**config.mk**
```make
export PLATFORM = sky130hd
export DESIGN_NAME = intr_receiver_flat
export DESIGN_NICKNAME = d
export VERILOG_FILES = /design/src/rtl/intr_receiver_if.sv /design/src/rtl/intr_receiver.sv /design/src/flat_wrapper.sv
export SDC_FILE = /design/constraint.sdc
export NUM_CORES = 1
export LEC_CHECK = 0
export ABC_AREA = 0
export BUFFER_PORTS_ARGS = -buffer_cell sky130_fd_sc_hd__buf_2
export CAP_MARGIN = 20
export CORE_MARGIN = 8
export CORE_UTILIZATION = 62
export DETAILED_ROUTE_END_ITERATION = 10
export PLACE_DENSITY_LB_ADDON = 0.2
export SLEW_MARGIN = 15
export SYNTH_ARGS = -nofsm -noshare
export SYNTH_HDL_FRONTEND = slang
export SYNTH_SLANG_ARGS = --single-unit
```
**constraint.sdc**
```tcl
create_clock -name clk -period 4 [get_ports clk]
set_input_delay 0.8 -clock clk [delete_from_list [all_inputs] [get_ports clk]]
set_output_delay 0.8 -clock clk [all_outputs]
set_load 0.01 [all_outputs]
```
**src/rtl/intr_receiver_if.sv**
```systemverilog
// Interrupt receiver bus: control inputs, status and timing outputs.
// master drives controls and line; slave is the receiver block.
interface intr_receiver_if;
    logic        enable;
    logic        intr_in;
    logic        intr_polarity;
    logic        intr_type;
    logic        ack;
    logic        err_clear;
    logic [15:0] release_timeout;

    logic        intr_release;
    logic        pending;
    logic        overrun;
    logic        timeout_err;
    logic [31:0] irq_count;
    logic [31:0] stamp_lo;
    logic [31:0] stamp_hi;
    logic [31:0] period;
    logic [1:0]  state;

    modport master (
        output enable, intr_in, intr_polarity, intr_type,
        output ack, err_clear, release_timeout,
        input  intr_release, pending, overrun, timeout_err,
        input  irq_count, stamp_lo, stamp_hi, period, state
    );

    modport slave (
        input  enable, intr_in, intr_polarity, intr_type,
        input  ack, err_clear, release_timeout,
        output intr_release, pending, overrun, timeout_err,
        output irq_count, stamp_lo, stamp_hi, period, state
    );
endinterface

```
**src/rtl/intr_receiver.sv**
```systemverilog
// Interrupt receiver: synchronises an async interrupt line, time-stamps
// accepted edges, tracks period, and runs the ack/release handshake.
// Ports: clk, reset_n (async, active-low), bus (intr_receiver_if.slave).
module intr_receiver #(
    parameter int SYNC_STAGES = 2
) (
    input  logic            clk,
    input  logic            reset_n,
    intr_receiver_if.slave  bus
);

    localparam logic [1:0] IDLE       = 2'd0;
    localparam logic [1:0] PENDING    = 2'd1;
    localparam logic [1:0] RELEASE    = 2'd2;
    localparam logic [1:0] WAIT_INACT = 2'd3;

    logic [SYNC_STAGES-1:0] sync_q;
    logic                   act;
    logic                   act_d;
    logic                   rise;

    logic [1:0]  state_q;
    logic [1:0]  state_nx;
    logic [63:0] local_time;
    logic [31:0] period_cnt;
    logic [31:0] period_next;
    logic        first_rise;
    logic [15:0] wait_cnt;

    logic        accept;
    logic        overrun_set;
    logic        timeout_set;
    logic        wait_clr;
    logic        wait_inc;

    logic [31:0] irq_count_q;
    logic [31:0] stamp_lo_q;
    logic [31:0] stamp_hi_q;
    logic [31:0] period_q;
    logic        overrun_q;
    logic        timeout_q;

    // Line polarity is applied after the synchroniser so a polarity
    // change never creates a metastable path.
    assign act  = bus.intr_polarity ? sync_q[SYNC_STAGES-1]
                                    : ~sync_q[SYNC_STAGES-1];
    assign rise = bus.enable & act & ~act_d;

    always_ff @(posedge clk or negedge reset_n) begin
        if (!reset_n) begin
            sync_q <= '0;
            act_d  <= 1'b1;
        end else begin
            sync_q <= {sync_q[SYNC_STAGES-2:0], bus.intr_in};
            act_d  <= act;
        end
    end

    always_comb begin
        state_nx    = state_q;
        accept      = 1'b0;
        overrun_set = 1'b0;
        timeout_set = 1'b0;
        wait_clr    = 1'b0;
        wait_inc    = 1'b0;
        if (!bus.enable) begin
            state_nx = IDLE;
        end else begin
            case (state_q)
                IDLE: begin
                    if (rise) begin
                        state_nx = PENDING;
                        accept   = 1'b1;
                    end
                end
                PENDING: begin
                    overrun_set = rise;
                    if (bus.ack) begin
                        state_nx = bus.intr_type ? RELEASE : IDLE;
                    end
                end
                RELEASE: begin
                    wait_clr = 1'b1;
                    state_nx = WAIT_INACT;
                end
                WAIT_INACT: begin
                    if (!act) begin
                        state_nx = IDLE;
                    end else if (bus.release_timeout != 16'd0 &&
                                 wait_cnt == bus.release_timeout) begin
                        timeout_set = 1'b1;
                        state_nx    = IDLE;
                    end else begin
                        wait_inc = 1'b1;
                    end
                end
                default: state_nx = IDLE;
            endcase
        end
    end

    // First edge after enable has no valid predecessor, so its period is 0.
    always_comb begin
        if (first_rise) begin
            period_next = 32'd0;
        end else if (period_cnt == 32'hFFFF_FFFF) begin
            period_next = 32'hFFFF_FFFF;
        end else begin
            period_next = period_cnt + 32'd1;
        end
    end

    always_ff @(posedge clk or negedge reset_n) begin
        if (!reset_n) begin
            state_q    <= IDLE;
            local_time <= 64'd0;
            period_cnt <= 32'd0;
            first_rise <= 1'b1;
            wait_cnt   <= 16'd0;
        end else begin
            state_q <= state_nx;
            if (!bus.enable) begin
                local_time <= 64'd0;
                period_cnt <= 32'd0;
                first_rise <= 1'b1;
            end else begin
                local_time <= local_time + 64'd1;
                if (accept) begin
                    period_cnt <= 32'd0;
                    first_rise <= 1'b0;
                end else if (period_cnt != 32'hFFFF_FFFF) begin
                    period_cnt <= period_cnt + 32'd1;
                end
            end
            if (wait_clr) begin
                wait_cnt <= 16'd0;
            end else if (wait_inc) begin
                wait_cnt <= wait_cnt + 16'd1;
            end
        end
    end

    always_ff @(posedge clk or negedge reset_n) begin
        if (!reset_n) begin
            irq_count_q <= 32'd0;
            stamp_lo_q  <= 32'd0;
            stamp_hi_q  <= 32'd0;
            period_q    <= 32'd0;
        end else begin
            if (accept || overrun_set) begin
                irq_count_q <= irq_count_q + 32'd1;
            end
            if (accept) begin
                stamp_lo_q <= local_time[31:0];
                stamp_hi_q <= local_time[63:32];
                period_q   <= period_next;
            end
        end
    end

    // Sticky flags: a new error in the same cycle as err_clear stays set.
    always_ff @(posedge clk or negedge reset_n) begin
        if (!reset_n) begin
            overrun_q <= 1'b0;
            timeout_q <= 1'b0;
        end else begin
            if (overrun_set) begin
                overrun_q <= 1'b1;
            end else if (bus.err_clear) begin
                overrun_q <= 1'b0;
            end
            if (timeout_set) begin
                timeout_q <= 1'b1;
            end else if (bus.err_clear) begin
                timeout_q <= 1'b0;
            end
        end
    end

    assign bus.state        = state_q;
    assign bus.pending      = (state_q == PENDING);
    assign bus.intr_release = (state_q == RELEASE) & bus.enable;
    assign bus.overrun      = overrun_q;
    assign bus.timeout_err  = timeout_q;
    assign bus.irq_count    = irq_count_q;
    assign bus.stamp_lo     = stamp_lo_q;
    assign bus.stamp_hi     = stamp_hi_q;
    assign bus.period       = period_q;

endmodule

```
**src/flat_wrapper.sv**
```systemverilog
// flat-port wrapper written by rule: the top's interface ports become plain ports
module intr_receiver_flat 
#(
    parameter int SYNC_STAGES = 2
)
  (clk, reset_n, bus_enable, bus_intr_in, bus_intr_polarity, bus_intr_type, bus_ack, bus_err_clear, bus_release_timeout, bus_intr_release, bus_pending, bus_overrun, bus_timeout_err, bus_irq_count, bus_stamp_lo, bus_stamp_hi, bus_period, bus_state);
  intr_receiver_if bus_i ();
  input  logic clk;
  input  logic reset_n;
  input wire logic [$bits(bus_i.enable)-1:0] bus_enable;
  input wire logic [$bits(bus_i.intr_in)-1:0] bus_intr_in;
  input wire logic [$bits(bus_i.intr_polarity)-1:0] bus_intr_polarity;
  input wire logic [$bits(bus_i.intr_type)-1:0] bus_intr_type;
  input wire logic [$bits(bus_i.ack)-1:0] bus_ack;
  input wire logic [$bits(bus_i.err_clear)-1:0] bus_err_clear;
  input wire logic [$bits(bus_i.release_timeout)-1:0] bus_release_timeout;
  output wire logic [$bits(bus_i.intr_release)-1:0] bus_intr_release;
  output wire logic [$bits(bus_i.pending)-1:0] bus_pending;
  output wire logic [$bits(bus_i.overrun)-1:0] bus_overrun;
  output wire logic [$bits(bus_i.timeout_err)-1:0] bus_timeout_err;
  output wire logic [$bits(bus_i.irq_count)-1:0] bus_irq_count;
  output wire logic [$bits(bus_i.stamp_lo)-1:0] bus_stamp_lo;
  output wire logic [$bits(bus_i.stamp_hi)-1:0] bus_stamp_hi;
  output wire logic [$bits(bus_i.period)-1:0] bus_period;
  output wire logic [$bits(bus_i.state)-1:0] bus_state;
  assign bus_i.enable = bus_enable;
  assign bus_i.intr_in = bus_intr_in;
  assign bus_i.intr_polarity = bus_intr_polarity;
  assign bus_i.intr_type = bus_intr_type;
  assign bus_i.ack = bus_ack;
  assign bus_i.err_clear = bus_err_clear;
  assign bus_i.release_timeout = bus_release_timeout;
  assign bus_intr_release = bus_i.intr_release;
  assign bus_pending = bus_i.pending;
  assign bus_overrun = bus_i.overrun;
  assign bus_timeout_err = bus_i.timeout_err;
  assign bus_irq_count = bus_i.irq_count;
  assign bus_stamp_lo = bus_i.stamp_lo;
  assign bus_stamp_hi = bus_i.stamp_hi;
  assign bus_period = bus_i.period;
  assign bus_state = bus_i.state;
  intr_receiver #(.SYNC_STAGES(SYNC_STAGES)) u_core (.clk(clk), .reset_n(reset_n), .bus(bus_i));
endmodule
```
==> results_tabular.tex, run 1 <==
\begin{tabular}{lr}
\hline
Metric & Value \\
\hline
\multicolumn{2}{l}{\textbf{Timing}} \\
\quad Final hold viol count & 0 \\
\quad Rel. slew slack & 0.353 \\
\quad Worst Clk Skew & 9.07 ps \\
\quad Total Negative Setup Slacks & 0 ps \\
\quad Final setup vio count & 0 \\
\quad RSZ-0062 raised after global routing & false \\
\quad Worst-Margin Slew & 963 ps \\
\quad Post-route fraction of the period consumed by the critical path & 0.706 \\
\quad Maximum frequency from static timing analysis & 354 MHz \\
\quad Pins Over Slew Limit & 0 \\
\quad Crit path time final & 2820 ps \\
\multicolumn{2}{l}{\textbf{Logic synthesis}} \\
\quad Synthesized Nets & 1,061 \\
\quad Fraction of synthesized cell area taken by the top area cell type & 0.552 \\
\quad Number of warnings issued by yosys & 0 \\
\quad Mean instance size in the synthesized netlist & 10.8 sq um \\
\quad Number of distinct library cell variants in the gate-level netlist after synthesis & 53 \\
\quad Flip-flop cell with the highest count after synthesis & sky130\_fd\_sc\_hd\_\_dfrtp\_1 \\
\quad Number of flip-flops and latches in the synthesized netlist & 248 \\
\quad Post-synthesis cell type with the largest combined area & sky130\_fd\_sc\_hd\_\_dfrtp\_1 \\
\quad Portion of the post-synthesis area used by sequential elements & 0.557 \\
\quad Count of flip-flops with a built-in enable after synthesis & 0 \\
\quad Share of flip-flops with an asynchronous set or reset after synthesis & 1.00 \\
\quad Dominant cells by area after synthesis & sky130\_fd\_sc\_hd\_\_dfrtp\_1 (55\%), sky130\_fd\_sc\_hd\_\_mux2\_2 (6.1\%), sky130\_fd\_sc\_hd\_\_xnor2\_1 (5.2\%) \\
\quad Total standard cell area after synthesis & 0.0111 sq mm \\
\quad Cell count after synthesis & 1,033 \\
\multicolumn{2}{l}{\textbf{Worst setup path}} \\
\quad Series of cell instances along the critical path & nand4\_4, or4\_1, nor3\_1, nand3\_1, or2\_2, a21oi\_1 \\
\quad Critical Path Start Type & register \\
\quad Top fanout value on the critical path & 7 \\
\quad Launching element of the worst setup path & u\_core.local\_time[11] \\
\quad Worst flop-to-flop path startpoint & u\_core.local\_time[11] \\
\quad Path type of the worst setup path & reg2reg \\
\quad Endpoint class of the critical path & register \\
\quad Number of buffer and inverter stages on the critical path & 0 \\
\quad Required time of the critical path & 4430 ps \\
\quad Slowest cell on the critical path & sky130\_fd\_sc\_hd\_\_nor3\_1 \\
\quad Max incr delay on CP & 790 ps \\
\quad Dominant delay contributor by cell family on the critical path & simple AND/OR/NAND/NOR gates \\
\quad Arr. time, crit path & 3250 ps \\
\multicolumn{2}{l}{\textbf{Clock tree}} \\
\quad Max clock buf depth & 3 \\
\quad Maximum level of the CTS H-tree & 1 \\
\quad Cts bufs inserted & 26 \\
\quad Clock transition at path regs & 60 ps \\
\quad Clock latency at the later pin of the worst-skew pair & 510 ps \\
\quad Post-CTS setup buffers & 0 \\
\quad CTS Root Buffer Type & sky130\_fd\_sc\_hd\_\_clkbuf\_16 \\
\quad CTS tree & yes \\
\quad Total of cells resized after clock tree synthesis & 0 \\
\quad Number of sinks driven by the clock tree & 248 \\
\quad Post-CTS Hold Fix Bufs & 0 \\
\multicolumn{2}{l}{\textbf{Placed design}} \\
\quad Half-perimeter wire length after detailed placement & 17,000 microns \\
\quad Post-Place Cell Area & 0.0122 sq mm \\
\quad Placer's final routability congestion estimate & 0.905 \\
\quad Number of buffers added on ports & 157 \\
\multicolumn{2}{l}{\textbf{Routing}} \\
\quad Routed Wire Length & 24,900 microns \\
\quad Via count normalized by instance count & 5.71 \\
\quad Number of optimization iterations in the first detailed-route pass & 5 \\
\quad Remaining number of nets flagged by the antenna check after routing & 0 \\
\quad DRT iter0 DRCs & 366 \\
\quad Average routed wire per standard cell & 17.2 microns \\
\quad Via count & 8,227 \\
\quad Count of unresolved DRC violations after routing & 0 \\
\multicolumn{2}{l}{\textbf{Final layout}} \\
\quad Share of post-route cells with drive strength above 1 & 0.250 \\
\quad Layout net count & 1,221 \\
\quad Total inserted antenna cells & 0 \\
\quad Post-synthesis to final-layout area growth & 17.5\% \\
\quad Post-route cell area & 0.0131 sq mm \\
\multicolumn{2}{l}{\textbf{Floorplanning}} \\
\quad Die width & 150 microns \\
\quad DIE AREA & 0.0225 sq mm \\
\quad Number of top-level pins & 158 \\
\quad Vertical die dimension & 150 microns \\
\quad Core area & 0.0178 sq mm \\
\quad Number of cell rows & 49 \\
\quad Initial core utilization & 0.627 \\
\multicolumn{2}{l}{\textbf{Pwr}} \\
\quad IR drop worst, VDD & 0.407 mV \\
\quad Cell Int Power & 4.23 mW \\
\quad Cell leakage power & 6.48 nW \\
\quad Clk pwr share & 0.450 \\
\quad Power density normalized to cell area & 420 mW/mm\^{}2 \\
\quad Switching Share & 0.231 \\
\quad Sw power & 1.27 mW \\
\quad Sequential share of power & 0.481 \\
\quad Combinational share of power & 0.068 \\
\multicolumn{2}{l}{\textbf{Global route}} \\
\quad Wire length of the first global-routing pass & 41,400 microns \\
\quad Vias in the first global route & 8,306 \\
\quad Grt ovf & 0 \\
\quad Pin count of the biggest net entering global routing & 119 \\
\quad Global-route total usage across every layer & 0.222 \\
\quad Initial antenna violation count & 0 \\
\multicolumn{2}{l}{\textbf{Status}} \\
\quad Outcome & finished, final reports clean \\
\multicolumn{2}{l}{\textbf{Run}} \\
\quad MaxCap Viol Count & 0 \\
\multicolumn{2}{l}{\textbf{Worst hold path}} \\
\quad Hold Crit Class & in2async \\
\hline
\end{tabular}
## area by class of cell
cell class,instances,area (sq um)
Clock buffer,37,763
Clock inverter,11,130
Fill cell,1294,4680
Inverter,20,75.1
Multi-Input combinational cell,727,4730
Sequential cell,248,6210
Tap cell,229,287
Timing Repair Buffer,170,906
## power groups by stage
| stage | Combinational, mW | Sequential (mW) | Clock (mW) |
|---|---|---|---|
| 6_report | 0.377 | 2.65 | 2.48 |
| 5_1_grt | 0.427 | 2.66 | 2.62 |
| 4_1_cts | 0.386 | 2.65 | 2.52 |
| 3_5_place_dp | 0.385 | 2.69 | 0 |
| 3_3_place_gp | 0.377 | 2.69 | 0 |
| 2_1_floorplan | 0.181 | 2.70 | 0 |
## placed cells by master (no fill, tap or decap), types with 3 or more instances in the layout
cell type and n:
sky130_fd_sc_hd__a21o_1 6, sky130_fd_sc_hd__a21oi_1 47, sky130_fd_sc_hd__a22o_1 14, sky130_fd_sc_hd__a31oi_1 4, sky130_fd_sc_hd__and2_1 11, sky130_fd_sc_hd__and3_1 27
sky130_fd_sc_hd__and4_1 7, sky130_fd_sc_hd__and4_2 7, sky130_fd_sc_hd__buf_2 156, sky130_fd_sc_hd__buf_4 12, sky130_fd_sc_hd__bufinv_16 3, sky130_fd_sc_hd__clkbuf_1 5
sky130_fd_sc_hd__clkbuf_16 27, sky130_fd_sc_hd__clkbuf_8 5, sky130_fd_sc_hd__clkinv_2 8, sky130_fd_sc_hd__dfrtp_1 246, sky130_fd_sc_hd__ha_1 4, sky130_fd_sc_hd__inv_1 19
sky130_fd_sc_hd__mux2_2 60, sky130_fd_sc_hd__mux2i_1 6, sky130_fd_sc_hd__nand2_1 94, sky130_fd_sc_hd__nand3_1 47, sky130_fd_sc_hd__nand4_1 33, sky130_fd_sc_hd__nor2_1 98
sky130_fd_sc_hd__nor2b_1 5, sky130_fd_sc_hd__nor3_1 27, sky130_fd_sc_hd__nor4_1 19, sky130_fd_sc_hd__o21ai_0 34, sky130_fd_sc_hd__o31ai_1 12, sky130_fd_sc_hd__or2_2 4
sky130_fd_sc_hd__or3_1 10, sky130_fd_sc_hd__or3_2 4, sky130_fd_sc_hd__or4_1 8, sky130_fd_sc_hd__xnor2_1 66, sky130_fd_sc_hd__xor2_1 49
## flip-flops by register name, summed over array words and instances (netlist names)
register / cells
u_core.wait_cnt: 16
u_core.first_rise: 1
u_core.bus.irq_count: 32
u_core.sync_q: 2
u_core.bus.timeout_err: 1
u_core.bus.stamp_lo: 32
u_core.act_d: 1
u_core.bus.overrun: 1
u_core.bus.stamp_hi: 32
u_core.bus.period: 32
u_core.period_cnt: 32
u_core.bus.state: 2
u_core.local_time: 64
## worst paths after layout
| path | cells after the start | slack [ps] | to |
|---|---|---|---|
| max | 6 | 1180 | u_core.local_time[28] |
| min | 1 | 350 | u_core.wait_cnt[8] |
| max reg2reg | 6 | 1180 | u_core.local_time[28] |
| min reg2reg | 0 | 350 | u_core.sync_q[1] |
| max in group asynchronous | 2 | 2700 | u_core.bus.period[1] |
| min in group clk | 0 | 350 | u_core.sync_q[1] |
## logic make-up (layout without fill, tap and decap cells)
group           after synthesis  in the layout  share of synthesized area
compound gates              127            127                     0.0692
buf+inv                      58            238                     0.0204
simple gates                415            415                      0.193
mux                          66             66                     0.0660
xor+xnor                    115            115                     0.0903
fa+ha+maj                     4              4                    0.00449
flops                       248            248                      0.557
## routing by layer
layer	routed length (microns)	vias to the layer above	track usage
met5	0	-	0
met4	325	0	0.0500
met3	1700	24	0.0487
met2	11700	202	0.358
met1	11100	4049	0.304
li1	-	3952	-
## synth_stat cells, types with 7 or more instances
cell type	count
sky130_fd_sc_hd__dfrtp_1	246
sky130_fd_sc_hd__nor2_1	98
sky130_fd_sc_hd__nand2_1	95
sky130_fd_sc_hd__xnor2_1	66
sky130_fd_sc_hd__mux2_2	60
sky130_fd_sc_hd__xor2_1	49
sky130_fd_sc_hd__a21oi_1	47
sky130_fd_sc_hd__nand3_1	47
sky130_fd_sc_hd__o21ai_0	34
sky130_fd_sc_hd__nand4_1	33
sky130_fd_sc_hd__clkbuf_1	30
sky130_fd_sc_hd__and3_1	27
sky130_fd_sc_hd__nor3_1	27
sky130_fd_sc_hd__inv_1	19
sky130_fd_sc_hd__nor4_1	19
sky130_fd_sc_hd__a22o_1	14
sky130_fd_sc_hd__o31ai_1	12
sky130_fd_sc_hd__and2_1	11
sky130_fd_sc_hd__or3_1	10
sky130_fd_sc_hd__or4_1	8
sky130_fd_sc_hd__and4_1	7
sky130_fd_sc_hd__and4_2	7
## worst reg2reg max path, cell delays in order, from the launching register on
cell                      delay, ps
sky130_fd_sc_hd__dfrtp_1        490
sky130_fd_sc_hd__nand4_4        170
sky130_fd_sc_hd__or4_1          660
sky130_fd_sc_hd__nor3_1         790
sky130_fd_sc_hd__nand3_1        180
sky130_fd_sc_hd__or2_2          310
sky130_fd_sc_hd__a21oi_1        150
## through the flow
step	total power [mW]	worst slack (ps)	util	hold slack [ps]	cells
6_report	5.50	1180	0.737	348	1442
4_1_cts	5.55	1250	0.737	350	1442
5_1_grt	5.71	1080	0.737	370	1442
2_1_floorplan	2.88	1360	-	331	1033
3_5_place_dp	3.08	1110	0.686	336	1394
3_3_place_gp	3.07	1260	0.686	336	1394
Note: power is estimated with default switching activity, not from simulation.
==> run 2, diff against run 1 <==
Settings changed: CORE_UTILIZATION 62 to 57.
Clock period 4 ns to 2.9 ns, I/O delays scaled along.
==> results_tabular.tex, run 2 (synthesis gave the netlist of run 1 again) <==
\begin{tabular}{lr}
\hline
Metric & Value \\
\hline
\multicolumn{2}{l}{\textbf{Status}} \\
\quad Outcome & finished, final reports clean \\
\multicolumn{2}{l}{\textbf{Clock tree}} \\
\quad Number of sinks driven by the clock tree & 248 (unchanged) \\
\quad Total of cells resized after clock tree synthesis & 0 (unchanged) \\
\quad Cts bufs inserted & 26 (unchanged) \\
\quad Maximum level of the CTS H-tree & 1 (unchanged) \\
\quad Post-CTS setup buffers & 0 (unchanged) \\
\quad Post-CTS Hold Fix Bufs & 0 (unchanged) \\
\quad Clock latency at the later pin of the worst-skew pair & 520 ps (about the same) \\
\quad Max clock buf depth & 3 (unchanged) \\
\quad CTS tree & yes \\
\quad CTS Root Buffer Type & sky130\_fd\_sc\_hd\_\_clkbuf\_16 \\
\quad Clock transition at path regs & 60 ps (about the same) \\
\multicolumn{2}{l}{\textbf{Timing}} \\
\quad Maximum frequency from static timing analysis & 374 MHz (+5.4\%) \\
\quad Worst-Margin Slew & 729 ps (-235 ps) \\
\quad Worst hold slack & 59.4 ps (-288 ps) \\
\quad Crit path time final & 2680 ps (-146 ps) \\
\quad Total Negative Setup Slacks & 0 ps (unchanged) \\
\quad Final setup vio count & 0 (unchanged) \\
\quad RSZ-0062 raised after global routing & false \\
\quad Post-route fraction of the period consumed by the critical path & 0.923 (+0.217) \\
\quad Final hold viol count & 0 (unchanged) \\
\quad Worst Clk Skew & 6.04 ps (-3.03 ps) \\
\quad Rel. slew slack & 0.511 (+0.158) \\
\quad Pins Over Slew Limit & 0 (unchanged) \\
\multicolumn{2}{l}{\textbf{Run}} \\
\quad MaxCap Viol Count & 0 (unchanged) \\
\multicolumn{2}{l}{\textbf{Worst setup path}} \\
\quad Path type of the worst setup path & reg2reg \\
\quad Top fanout value on the critical path & 13 (+6) \\
\quad Slowest cell on the critical path & sky130\_fd\_sc\_hd\_\_or4\_1 \\
\quad Required time of the critical path & 3340 ps (-1090 ps) \\
\quad Number of buffer and inverter stages on the critical path & 0 (unchanged) \\
\quad Arr. time, crit path & 3120 ps (-130 ps) \\
\quad Max incr delay on CP & 650 ps (-140 ps) \\
\quad Series of cell instances along the critical path & nand4\_4, or4\_1, or4\_4, or3\_2, a21oi\_1 \\
\quad Endpoint class of the critical path & register \\
\quad Dominant delay contributor by cell family on the critical path & simple AND/OR/NAND/NOR gates \\
\quad Critical Path Start Type & register \\
\multicolumn{2}{l}{\textbf{Routing}} \\
\quad DRT iter0 DRCs & 455 (+24\%) \\
\quad Total length of routed met2 wires & 11,700 microns (-0.53\%) \\
\quad Average routed wire per standard cell & 16.9 microns (-2.3\%) \\
\quad Remaining number of nets flagged by the antenna check after routing & 0 (unchanged) \\
\quad Via count normalized by instance count & 5.59 (-2.0\%) \\
\quad Top routing layer in use & met4 \\
\quad Total routed wire length on the met1 layer & 11,300 microns (+1.5\%) \\
\quad Number of optimization iterations in the first detailed-route pass & 5 (unchanged) \\
\quad Routed met3 length & 1670 microns (-1.9\%) \\
\quad Routed Wire Length & 25,100 microns (+0.81\%) \\
\quad Count of unresolved DRC violations after routing & 0 (unchanged) \\
\quad Via count & 8,316 (+1.1\%) \\
\multicolumn{2}{l}{\textbf{Placed design}} \\
\quad Half-perimeter wire length after detailed placement & 17,200 microns (+1.1\%) \\
\quad Placed instance count & 1,440 (+3.3\%) \\
\quad Post-Place Cell Area & 0.0123 sq mm (+1.1\%) \\
\quad Placer's final routability congestion estimate & 0.883 (-2.3\%) \\
\quad Number of buffers added on ports & 157 (unchanged) \\
\multicolumn{2}{l}{\textbf{Floorplanning}} \\
\quad Die width & 156 microns (+3.8\%) \\
\quad Vertical die dimension & 156 microns (+3.8\%) \\
\quad Core area & 0.0193 sq mm (+8.7\%) \\
\quad DIE AREA & 0.0243 sq mm (+7.8\%) \\
\quad Initial core utilization & 0.577 (-0.0504) \\
\quad Number of cell rows & 51 (+4.1\%) \\
\quad Number of top-level pins & 158 (unchanged) \\
\multicolumn{2}{l}{\textbf{Final layout}} \\
\quad Largest register FFs & 64 (unchanged) \\
\quad Area occupied by multi-input gates & 0.00473 sq mm (unchanged) \\
\quad Reg area & 0.00621 sq mm (unchanged) \\
\quad Number of inserted filler cells in the final layout & 1,440 (+11\%) \\
\quad Post-synthesis to final-layout area growth & 19.3\% \\
\quad Register bank with the most flops & u\_core.local\_time \\
\quad Final non-filler cell total & 1,488 (+3.2\%) \\
\quad Most common library cell in the layout ignoring fill and taps & sky130\_fd\_sc\_hd\_\_dfrtp\_1 \\
\quad Commonest cells after routing, fill and taps aside & sky130\_fd\_sc\_hd\_\_dfrtp\_1 (246), sky130\_fd\_sc\_hd\_\_buf\_2 (156), sky130\_fd\_sc\_hd\_\_nor2\_1 (98) \\
\quad Post-route cell area & 0.0133 sq mm (+1.5\%) \\
\quad Layout net count & 1,231 (+0.82\%) \\
\quad Share of post-route cells with drive strength above 1 & 0.258 (+0.00798) \\
\multicolumn{2}{l}{\textbf{Worst hold path}} \\
\quad Hold Crit Class & in2async \\
\multicolumn{2}{l}{\textbf{Global route}} \\
\quad Pin count of the biggest net entering global routing & 95 (-20\%) \\
\quad Wire length of the first global-routing pass & 42,100 microns (+1.7\%) \\
\quad Grt ovf & 0 (unchanged) \\
\quad Vias in the first global route & 8,409 (+1.2\%) \\
\quad Global-route total usage across every layer & 0.209 (-0.0134) \\
\quad Initial antenna violation count & 1 (+1) \\
\multicolumn{2}{l}{\textbf{Pwr}} \\
\quad IR drop worst, VDD & 0.495 mV (+22\%) \\
\quad Cell leakage power & 6.56 nW (+1.3\%) \\
\quad Power density normalized to cell area & 587 mW/mm\^{}2 (+40\%) \\
\hline
\end{tabular}
run 2: final timing paths:
check / from / slack, ps / cells after the start / endpoint
setup / recovery: u_core.local_time[10] / 220 / 5 / u_core.local_time[56]
hold / removal: reset_n / 60 / 1 / u_core.period_cnt[13]
setup reg to reg: u_core.local_time[10] / 220 / 5 / u_core.local_time[56]
hold reg to reg: u_core.sync_q[0] / 360 / 0 / u_core.sync_q[1]
max in group asynchronous: reset_n / 2040 / 2 / u_core.bus.stamp_lo[27]
min in group clk: bus_intr_in / 160 / 1 / u_core.sync_q[0]
run 2: layer usage:
layer / vias up / track usage
li1: 3974 / -
met1: 4107 / 0.282
met2: 200 / 0.334
met3: 35 / 0.0471
met4: 0 / 0.0587
met5: - / 0
run 2: metrics by stage:
stage,total power [mW],setup WS (ps),util
finish,7.81,223,0.688
global route,8.10,129,0.688
CTS,7.91,215,0.688
detailed placement,4.25,244,0.638
global placement,4.24,286,0.638
floorplan,3.97,484,-
run 2: final cells by class:
cell class | count | share of cell area
Clock inverter | 10 | 0.0140
Sequential cell | 248 | 0.467
Clock buffer | 37 | 0.0581
Tap cell | 265 | 0.0249
Antenna cell | 1 | 0.000188
Multi-Input combinational cell | 727 | 0.355
Timing Repair Buffer | 180 | 0.0747
Inverter | 20 | 0.00565
run 2: power by group:
part	total, mW	internal [mW]	switching [mW]
registers	3.65	3.55	0.105
logic	0.533	0.198	0.335
clock network	3.62	2.29	1.33
